[src/rtl/kbd_key_fifo_if.sv]
// Key-line inputs and FIFO read-side signals of kbd_key_fifo.
// The master modport drives the keys and the pop request; the slave is the keyboard block.
interface kbd_key_fifo_if #(
  parameter int unsigned KEYS  = 128,
  parameter int unsigned DEPTH = 16
);
  localparam int unsigned CNT_W = $clog2(DEPTH) + 1;

  logic [KEYS-1:0]  Keys;
  logic             Clear;
  logic             RdEn;
  logic [7:0]       RdData;
  logic             Empty;
  logic             Full;
  logic [CNT_W-1:0] Count;
  logic             Overflow;
  logic             MultiErr;
  logic             EtxSeen;

  modport master (
    output Keys, Clear, RdEn,
    input  RdData, Empty, Full, Count, Overflow, MultiErr, EtxSeen
  );

  modport slave (
    input  Keys, Clear, RdEn,
    output RdData, Empty, Full, Count, Overflow, MultiErr, EtxSeen
  );
endinterface

[src/rtl/kbd_key_fifo.sv]
// One-hot keyboard encoder with debounce tracker and first-word-fall-through code FIFO.
// Optional auto-repeat of a held key is enabled by defining KBD_REPEAT_EN.
module kbd_key_fifo #(
  parameter int unsigned KEYS        = 128,
  parameter int unsigned DEPTH       = 16,
  parameter int unsigned DEBOUNCE    = 1,
  parameter int unsigned REPEAT_DLY  = 500,
  parameter int unsigned REPEAT_RATE = 50
) (
  input logic           Clk,
  input logic           Rst,
  kbd_key_fifo_if.slave bus
);
  localparam int unsigned CODE_W  = $clog2(KEYS);
  localparam int unsigned PTR_W   = $clog2(DEPTH);
  localparam int unsigned CNT_W   = PTR_W + 1;
  localparam int unsigned DB_W    = $clog2(DEBOUNCE + 1);
  localparam bit          HAS_ETX = (KEYS > 3);

  typedef enum logic [1:0] {ST_IDLE, ST_ARMING, ST_HELD, ST_ERR} state_t;

  logic [KEYS-1:0]   r_s;
  state_t            r_state, w_state_nxt;
  logic [DB_W-1:0]   r_cnt, w_cnt_nxt;
  logic [DB_W:0]     w_cnt_inc;
  logic [CODE_W-1:0] r_cand, w_cand_nxt;
  logic [CODE_W-1:0] w_code;
  logic              w_zero, w_one, w_multi;
  logic              w_push, w_start;
  logic              w_clr;

  logic [CODE_W-1:0] r_mem [DEPTH];
  logic [PTR_W-1:0]  r_wr_ptr, r_rd_ptr, w_rd_ptr_nxt;
  logic [CNT_W-1:0]  r_count, w_count_nxt;
  logic              r_empty, r_full;
  logic [7:0]        r_rd_data;
  logic              r_overflow, r_multi_err, r_etx;
  logic              w_pop, w_push_ok;

`ifdef KBD_REPEAT_EN
  localparam int unsigned REP_MAX = (REPEAT_DLY > REPEAT_RATE) ? REPEAT_DLY : REPEAT_RATE;
  localparam int unsigned REP_W   = $clog2(REP_MAX + 1);
  logic [REP_W-1:0] r_rep, w_rep_nxt;
  logic [REP_W:0]   w_rep_inc;
  logic             r_rep_first, w_rep_first_nxt;
`else
  logic w_unused_rep;
  assign w_unused_rep = ^{REPEAT_DLY[0], REPEAT_RATE[0]};
`endif

  assign w_clr   = !Rst || bus.Clear;
  assign w_zero  = (r_s == '0);
  assign w_one   = $onehot(r_s);
  assign w_multi = !w_zero && !w_one;

  // Binary index of the single high key line
  always_comb begin
    w_code = '0;
    for (int i = 0; i < KEYS; i++) begin
      if (r_s[i]) w_code = w_code | CODE_W'(i);
    end
  end

  // Tracker next state and push request
  always_comb begin
    w_state_nxt = r_state;
    w_cnt_nxt   = r_cnt;
    w_cand_nxt  = r_cand;
    w_push      = 1'b0;
    w_start     = 1'b0;
    w_cnt_inc   = (DB_W+1)'(r_cnt) + (DB_W+1)'(1);
`ifdef KBD_REPEAT_EN
    w_rep_nxt       = r_rep;
    w_rep_first_nxt = r_rep_first;
    w_rep_inc       = (REP_W+1)'(r_rep) + (REP_W+1)'(1);
`endif
    case (r_state)
      ST_IDLE: begin
        if (w_multi)    w_state_nxt = ST_ERR;
        else if (w_one) w_start     = 1'b1;
      end
      ST_ARMING: begin
        if (w_multi)     w_state_nxt = ST_ERR;
        else if (w_zero) w_state_nxt = ST_IDLE;
        else if (w_code == r_cand) begin
          if (w_cnt_inc >= (DB_W+1)'(DEBOUNCE)) begin
            w_push      = 1'b1;
            w_state_nxt = ST_HELD;
`ifdef KBD_REPEAT_EN
            w_rep_nxt       = '0;
            w_rep_first_nxt = 1'b1;
`endif
          end else begin
            w_cnt_nxt = DB_W'(w_cnt_inc);
          end
        end else w_start = 1'b1;
      end
      ST_HELD: begin
        if (w_multi)     w_state_nxt = ST_ERR;
        else if (w_zero) w_state_nxt = ST_IDLE;
        else if (w_code == r_cand) begin
`ifdef KBD_REPEAT_EN
          if ((r_rep_first && (w_rep_inc == (REP_W+1)'(REPEAT_DLY))) ||
              (!r_rep_first && (w_rep_inc == (REP_W+1)'(REPEAT_RATE)))) begin
            w_push          = 1'b1;
            w_rep_nxt       = '0;
            w_rep_first_nxt = 1'b0;
          end else begin
            w_rep_nxt = REP_W'(w_rep_inc);
          end
`endif
        end else w_start = 1'b1;
      end
      default: begin
        if (w_zero) w_state_nxt = ST_IDLE;
      end
    endcase
    // New candidate key: with DEBOUNCE=1 it is accepted on the first sample
    if (w_start) begin
      w_cand_nxt = w_code;
      w_cnt_nxt  = DB_W'(1);
      if (DEBOUNCE <= 1) begin
        w_push      = 1'b1;
        w_state_nxt = ST_HELD;
      end else begin
        w_state_nxt = ST_ARMING;
      end
`ifdef KBD_REPEAT_EN
      w_rep_nxt       = '0;
      w_rep_first_nxt = 1'b1;
`endif
    end
  end

  // Sample register and tracker state
  always_ff @(posedge Clk) begin
    if (w_clr) begin
      r_s     <= '0;
      r_state <= ST_IDLE;
      r_cnt   <= '0;
      r_cand  <= '0;
`ifdef KBD_REPEAT_EN
      r_rep       <= '0;
      r_rep_first <= 1'b1;
`endif
    end else begin
      r_s     <= bus.Keys;
      r_state <= w_state_nxt;
      r_cnt   <= w_cnt_nxt;
      r_cand  <= w_cand_nxt;
`ifdef KBD_REPEAT_EN
      r_rep       <= w_rep_nxt;
      r_rep_first <= w_rep_first_nxt;
`endif
    end
  end

  assign w_pop        = bus.RdEn && !r_empty;
  assign w_push_ok    = w_push && (!r_full || w_pop);
  assign w_rd_ptr_nxt = w_pop ? (r_rd_ptr + PTR_W'(1)) : r_rd_ptr;
  assign w_count_nxt  = r_count + CNT_W'(w_push_ok) - CNT_W'(w_pop);

  always_ff @(posedge Clk) begin
    if (!w_clr && w_push_ok) r_mem[r_wr_ptr] <= w_cand_nxt;
  end

  // FIFO pointers, status and registered head (bypass when the head is written this edge)
  always_ff @(posedge Clk) begin
    if (w_clr) begin
      r_wr_ptr    <= '0;
      r_rd_ptr    <= '0;
      r_count     <= '0;
      r_empty     <= 1'b1;
      r_full      <= 1'b0;
      r_rd_data   <= '0;
      r_overflow  <= 1'b0;
      r_multi_err <= 1'b0;
      r_etx       <= 1'b0;
    end else begin
      if (w_push_ok) r_wr_ptr <= r_wr_ptr + PTR_W'(1);
      r_rd_ptr <= w_rd_ptr_nxt;
      r_count  <= w_count_nxt;
      r_empty  <= (w_count_nxt == '0);
      r_full   <= (w_count_nxt == CNT_W'(DEPTH));
      if (w_count_nxt == '0)
        r_rd_data <= '0;
      else if (w_push_ok && (r_wr_ptr == w_rd_ptr_nxt))
        r_rd_data <= 8'(w_cand_nxt);
      else
        r_rd_data <= 8'(r_mem[w_rd_ptr_nxt]);
      r_overflow  <= r_overflow || (w_push && !w_push_ok);
      r_multi_err <= r_multi_err || w_multi;
      r_etx       <= HAS_ETX && w_push_ok && (w_cand_nxt == CODE_W'(3));
    end
  end

  assign bus.RdData   = r_rd_data;
  assign bus.Empty    = r_empty;
  assign bus.Full     = r_full;
  assign bus.Count    = r_count;
  assign bus.Overflow = r_overflow;
  assign bus.MultiErr = r_multi_err;
  assign bus.EtxSeen  = r_etx;
endmodule

[src/flat_wrapper.sv]
// flat-port wrapper written by rule: the top's interface ports become plain ports
module kbd_key_fifo_flat 
#(
  parameter int unsigned KEYS        = 128,
  parameter int unsigned DEPTH       = 16,
  parameter int unsigned DEBOUNCE    = 1,
  parameter int unsigned REPEAT_DLY  = 500,
  parameter int unsigned REPEAT_RATE = 50
)
  (Clk, Rst, bus_Keys, bus_Clear, bus_RdEn, bus_RdData, bus_Empty, bus_Full, bus_Count, bus_Overflow, bus_MultiErr, bus_EtxSeen);
  kbd_key_fifo_if #(.KEYS(KEYS), .DEPTH(DEPTH)) bus_i ();
  input logic Clk;
  input logic Rst;
  input wire logic [$bits(bus_i.Keys)-1:0] bus_Keys;
  input wire logic [$bits(bus_i.Clear)-1:0] bus_Clear;
  input wire logic [$bits(bus_i.RdEn)-1:0] bus_RdEn;
  output wire logic [$bits(bus_i.RdData)-1:0] bus_RdData;
  output wire logic [$bits(bus_i.Empty)-1:0] bus_Empty;
  output wire logic [$bits(bus_i.Full)-1:0] bus_Full;
  output wire logic [$bits(bus_i.Count)-1:0] bus_Count;
  output wire logic [$bits(bus_i.Overflow)-1:0] bus_Overflow;
  output wire logic [$bits(bus_i.MultiErr)-1:0] bus_MultiErr;
  output wire logic [$bits(bus_i.EtxSeen)-1:0] bus_EtxSeen;
  assign bus_i.Keys = bus_Keys;
  assign bus_i.Clear = bus_Clear;
  assign bus_i.RdEn = bus_RdEn;
  assign bus_RdData = bus_i.RdData;
  assign bus_Empty = bus_i.Empty;
  assign bus_Full = bus_i.Full;
  assign bus_Count = bus_i.Count;
  assign bus_Overflow = bus_i.Overflow;
  assign bus_MultiErr = bus_i.MultiErr;
  assign bus_EtxSeen = bus_i.EtxSeen;
  kbd_key_fifo #(.KEYS(KEYS), .DEPTH(DEPTH), .DEBOUNCE(DEBOUNCE), .REPEAT_DLY(REPEAT_DLY), .REPEAT_RATE(REPEAT_RATE)) u_core (.Clk(Clk), .Rst(Rst), .bus(bus_i));
endmodule
[config.mk]
export PLATFORM = sky130hd
export DESIGN_NAME = kbd_key_fifo_flat
export DESIGN_NICKNAME = d
export VERILOG_FILES = /design/src/rtl/kbd_key_fifo_if.sv /design/src/rtl/kbd_key_fifo.sv /design/src/flat_wrapper.sv
export SDC_FILE = /design/constraint.sdc
export NUM_CORES = 1
export LEC_CHECK = 0
export BUFFER_PORTS_ARGS = -buffer_cell sky130_fd_sc_hd__buf_2
export CAP_MARGIN = 20
export CORE_UTILIZATION = 65
export CTS_CLUSTER_DIAMETER = 50
export DETAILED_ROUTE_END_ITERATION = 8
export GPL_ROUTABILITY_DRIVEN = 1
export PLACE_DENSITY = 0.88
export REMOVE_ABC_BUFFERS = 1
export SETUP_SLACK_MARGIN = 0.5
export SYNTH_ARGS = -nofsm -noshare
export SYNTH_HDL_FRONTEND = slang
export SYNTH_SLANG_ARGS = --single-unit
[constraint.sdc]
create_clock -name Clk -period 22.9 [get_ports Clk]
set_input_delay 2.29 -clock Clk [delete_from_list [all_inputs] [get_ports Clk]]
set_output_delay 2.29 -clock Clk [all_outputs]
set_load 0.005 [all_outputs]
== After elaboration in Yosys (flattened, before gate mapping) ==
Memories as Yosys holds them, arrays and structs flattened.
Cells that the tools add are included.
Operators by class
  add/subtract/negate cells: 132
  magnitude comparators: 1
  equal/unequal tests: 13
  mux-type cells: 217
  reduce and logical (&&, ||, !) cells: 27
Operator list (number)
  $add A8 B8 Y8: 63
  $mux W7: 66
  $mux W6: 32
  $add A1 B1 Y2: 64
  $logic_not A128 Y1: 1
  $mux W5: 16
  $mux W1: 56
  $mux W2: 26
  $mux W4: 11
  $mux W8: 4
  $mux W3: 4
  $ne A5 B1 Y1 const B: 2
  $add A4 B1 Y4 const B: 2
  $eq A8 B1 Y1 const B: 1
  $eq A7 B2 Y1 const B: 1
  $eq A7 B7 Y1: 1
  $logic_and A1 B1 Y1: 7
  $logic_not A1 Y1: 7
  $pmux W2 S3: 1
  $reduce_bool A2 Y1: 3
  $add A5 B1 Y5: 1
  $eq A5 B5 Y1 const B: 1
  $logic_not A5 Y1: 1
  $reduce_and A5 Y1: 1
  other kinds (14): 18
Storage, ports and cells
  register bits after elaboration: 164
  bits in writable memories: 112
  output and inout port bits: 18
  word-level logic and storage cells: 404
  memories: 1
Memory list
  u_core.r_mem: words 16, bits a word 7, read ports 1, clocked after Yosys merged registers in 0, write ports 1, RTL line kbd_key_fifo.sv:32  | logic [CODE_W-1:0] r_mem [DEPTH];

== Depth between registers and ports, before layout ==
  depth after elaboration: 151
  mapped depth: 39

== Worst setup path before layout ==
No wires, ideal clock.
  kind: flip-flop to flip-flop
  start: register u_core.r_s[127]
  end: register u_core.r_rd_data[0], in the netlist u_core.bus.RdData[0]
  setup time: 0.139 ns
  arrival time: 9.636 ns
  setup slack: 13.124 ns
  cell stages (with the launch flop): 38
  buffers on the path: 2
  period minus slack after synthesis: 9.776 ns
  cells stage by stage: dfxtp_1 inv_1 ha_1 inv_1 fa_1 inv_1 fa_1 inv_1 fa_1 fa_1 fa_1 fa_1 fa_1 fa_1 fa_1 inv_1 ha_1 fa_1 (+2 left out) xor2_1 nand4_1 or3_1 clkbuf_1 nor3_1 o21ai_2 a21oi_1 buf_2 ha_1 inv_1 fa_1 inv_1 a21o_1 a21oi_1 xnor2_1 nor2_1 a21oi_1 a21oi_1
On the way
  word-level cells in the longest chain between the ends: 22
Ends and longest elaborated chain
  start: declaration: RTL line kbd_key_fifo.sv:22  | logic [KEYS-1:0] r_s;
  start signal: assignment: RTL line kbd_key_fifo.sv:147  | r_s <= bus.Keys;
  parallel branches: the longest is 20 deep, another holds $add A8 B8 Y8
  $mux W8 *: RTL line kbd_key_fifo.sv:185  | if (w_count_nxt == '0)
  $mux W8 *: RTL line kbd_key_fifo.sv:169  | if (w_clr) begin
  end signal: assignment: RTL line kbd_key_fifo.sv:188  | r_rd_data <= 8'(w_cand_nxt);
  end signal: assignment: RTL line kbd_key_fifo.sv:190  | r_rd_data <= 8'(r_mem[w_rd_ptr_nxt]);
  end: declaration: RTL line kbd_key_fifo.sv:36  | logic [7:0] r_rd_data;
Every way passes the cells marked *. The select of a mux whose other input is x is not followed.
A chain may end at the register's enable or synchronous reset.

== Worst setup path after layout ==
  start: register u_core.r_s[127]
  end: register u_core.r_rd_data[4], in the netlist u_core.bus.RdData[4]
Same word-level chain as after synthesis.

==> results by group <==
CTS
  – Num CTS Buffers: 29
  – Insertion delay to the later sink of the worst-skew pair: 0.57 ns
  – Clock Path Buffers: 3
  – Post CTS Setup Buffer Count: 0
  – Post-CTS sizing: 0
  – Hold-fix buffers, CTS: 0
  – TritonCTS clock tree: yes
  – Clock input transition at the sequential cells of the worst setup and hold paths: 0.06 ns
  – Clock H-tree levels: 1
  – Clk root buf: clkbuf_16
  – Clk sinks: 274

Route
  – 1st-iter DRT viols: 1076
  – Post-route ant nets: 0
  – Drt total wl: 46500 um
  – Post-DR wirelength/cell: 24.4 um
  – Vias post-DR: 11458
  – Detailed-route DRC error count: 0
  – 1st-pass router iterations: 6
  – Via-to-Cell Ratio: 6.02

Logic synthesis
  – Number of synthesized flops with an enable pin: 112
  – Ys Warns: 0
  – Asr flop ratio synth: 0%
  – Netlist cell types: 60
  – Ys flop type: dfxtp_1
  – Post-Syn Area: 16300 sq um
  – Yosys reg bits: 274
  – Sequential area share after synthesis: 40.5%
  – Mapped Avg Cell Area: 11.6 sq um
  – Number of cells produced by synthesis: 1403

GRT
  – Initial antenna violation count: 0
  – Number of global-route vias before repair: 12016
  – Pin count of the biggest net entering global routing: 114
  – Total track usage: 37.4%
  – First-pass GRT wire length: 70700 um
  – Overflow after GRT: 0

Timing
  – Setup violators final: 0
  – Setup TNS: 0 ns
  – Max-slew violations: 0
  – Max_slew headroom: 32.8%
  – Final Skew: 0.0168 ns
  – Final hold vios: 0
  – RSZ-0062 raised after global routing: false
  – Fin Hold WS: 0.448 ns
  – Tmin final: 11.44 ns
  – Worst Max-Slew Pin Slew: 1.01 ns
  – Final period utilization: 50.0%
  – Peak Freq: 87.4 MHz

Setup path
  – Crit path required time: 23.32 ns
  – Crit start category: flop
  – Worst Reg-to-Reg Cells: 35
  – Slowest cell on the critical path: a21oi_1
  – Crit end category: flop
  – Reg-to-reg startpoint: u_core.r_s[127]
  – Reg-to-reg slack, setup: 11.46 ns
  – Worst Setup SP: u_core.r_s[127]
  – Worst setup endpoint: u_core.bus.RdData[4]
  – Max stage delay on crit path: 0.81 ns
  – Top cell by count, worst path: fa_1
  – Kind of critical path: flop to flop
  – Reg-to-Reg End: u_core.bus.RdData[4]
  – Crit Path Max Fanout: 13
  – CP Data Arrival Time: 11.86 ns

Die
  – Die H: 160 um
  – Core Area: 24500 sq um
  – Starting density of the core: 66.6%
  – Die area: 25700 sq um
  – Cell Rows: 57
  – I/O Pins: 150
  – Die W: 160 um

Placed design
  – Hpwl dp: 36100 um
  – Port-buffer cells: 148
  – Placer Congestion: 1.07

Cells and area
  – Area growth syn-to-layout: 13.1%
  – Fraction of final layout cells sized beyond drive strength 1: 17.0%
  – Commonest non-fill, non-tap cell in the layout: inv_1
  – Commonest cells after routing, fill and taps aside: inv_1, dfxtp_1, ha_1
  – FILL cells: 1517
  – Ant diodes: 0
  – Final Net Count: 1982

Run status
  – Status: finished clean

Worst hold path
  – Worst min path class: flop to flop

Flow run
  – MaxCap Viol Count: 0
-- sequential cells by signal, indices dropped and copies added (netlist names) --
register	count
u_core.r_s	128
u_core.r_mem	112
u_core.bus.RdData	7
u_core.r_cand	7
u_core.bus.Count	5
u_core.r_rd_ptr	4
u_core.r_wr_ptr	4
u_core.r_state	2
u_core.bus.Empty	1
u_core.bus.EtxSeen	1
u_core.bus.Full	1
u_core.bus.MultiErr	1
u_core.bus.Overflow	1
-- worst min path at each step --
stage | end | slack, ns | cells after the start | startpoint
floorplan | u_core.bus.MultiErr | 0.44 | 2 | u_core.bus.MultiErr
global placement | u_core.bus.MultiErr | 0.43 | 2 | u_core.bus.MultiErr
detailed placement | u_core.bus.MultiErr | 0.44 | 2 | u_core.bus.MultiErr
CTS | u_core.bus.MultiErr | 0.45 | 2 | u_core.bus.MultiErr
global route | u_core.bus.MultiErr | 0.47 | 2 | u_core.bus.MultiErr
finish | u_core.bus.MultiErr | 0.45 | 2 | u_core.bus.MultiErr
-- final cells by class --
cell class	instances	area, sq um	area share (%)
Clock buffer	34	795	4.31
Clock inverter	19	219	1.19
Inverter	308	1160	6.27
Multi-Input combinational cell	787	8440	45.8
Sequential cell	274	6610	35.8
Tap cell	324	405	2.20
Timing Repair Buffer	158	813	4.41
-- worst max-delay path, delay by kind of cell, from the launching register on --
family	cells	cell delay, ns
simple gates	4	1.34
fa+ha+maj	14	6.20
buf+inv	7	0.46
flops	1	0.55
xor+xnor	2	0.39
compound gates	8	2.32
-- layer usage --
metal | vias to the layer above | routed length (um) | track usage [%]
met5 | - | 0 | 0
met3 | 265 | 4820 | 8.76
met1 | 5448 | 16700 | 44.9
li1 | 4936 | - | -
met2 | 809 | 21100 | 60.5
met4 | 0 | 3940 | 24.8
-- metrics by stage --
step | setup WS [ns] | utilization, % | cell area [sq um] | instances
after floorplan | 13.04 | - | 16200 | 1369
after CTS | 11.53 | 75.3 | 18400 | 1901
after global routing | 10.85 | 75.4 | 18400 | 1904
after global placement | 12.09 | 71.1 | 17400 | 1848
after detailed placement | 11.62 | 71.1 | 17400 | 1848
final | 11.46 | 75.4 | 18400 | 1904
-- logic make-up (layout without fill, tap and decap cells) --
kind of cell / after synthesis / in the layout / share of synthesized area (%)
simple gates: 362 / 362 / 13.7
buf+inv: 342 / 519 / 7.92
fa+ha+maj: 292 / 292 / 28.5
flops: 274 / 274 / 40.5
compound gates: 74 / 74 / 3.21
mux: 41 / 41 / 5.21
xor+xnor: 17 / 17 / 0.914
other cells: 1 / 1 / 0.0230
-- cell usage after synthesis, types with 6 or more instances --
cell | instances | share of area, %
fa_1 | 131 | 16
o21a_1 | 9 | 0.41
o211ai_1 | 9 | 0.41
dfxtp_1 | 162 | 20
xor2_1 | 10 | 0.54
inv_1 | 308 | 7.1
nand3_1 | 22 | 0.68
nor4_1 | 42 | 1.6
mux4_2 | 35 | 4.8
nand2_1 | 17 | 0.39
xnor2_1 | 7 | 0.38
clkbuf_1 | 26 | 0.60
edfxtp_1 | 112 | 21
and2_1 | 138 | 5.3
nor2_1 | 30 | 0.69
or4_1 | 8 | 0.37
a21oi_1 | 21 | 0.64
nand4_1 | 30 | 1.2
and4_1 | 15 | 0.81
ha_1 | 161 | 12
nor3_1 | 16 | 0.49
nor4b_1 | 6 | 0.32
Power is left out: the tool's default activity adds up to more than one toggle a clock period on the data nets, which glitch-free logic cannot reach.
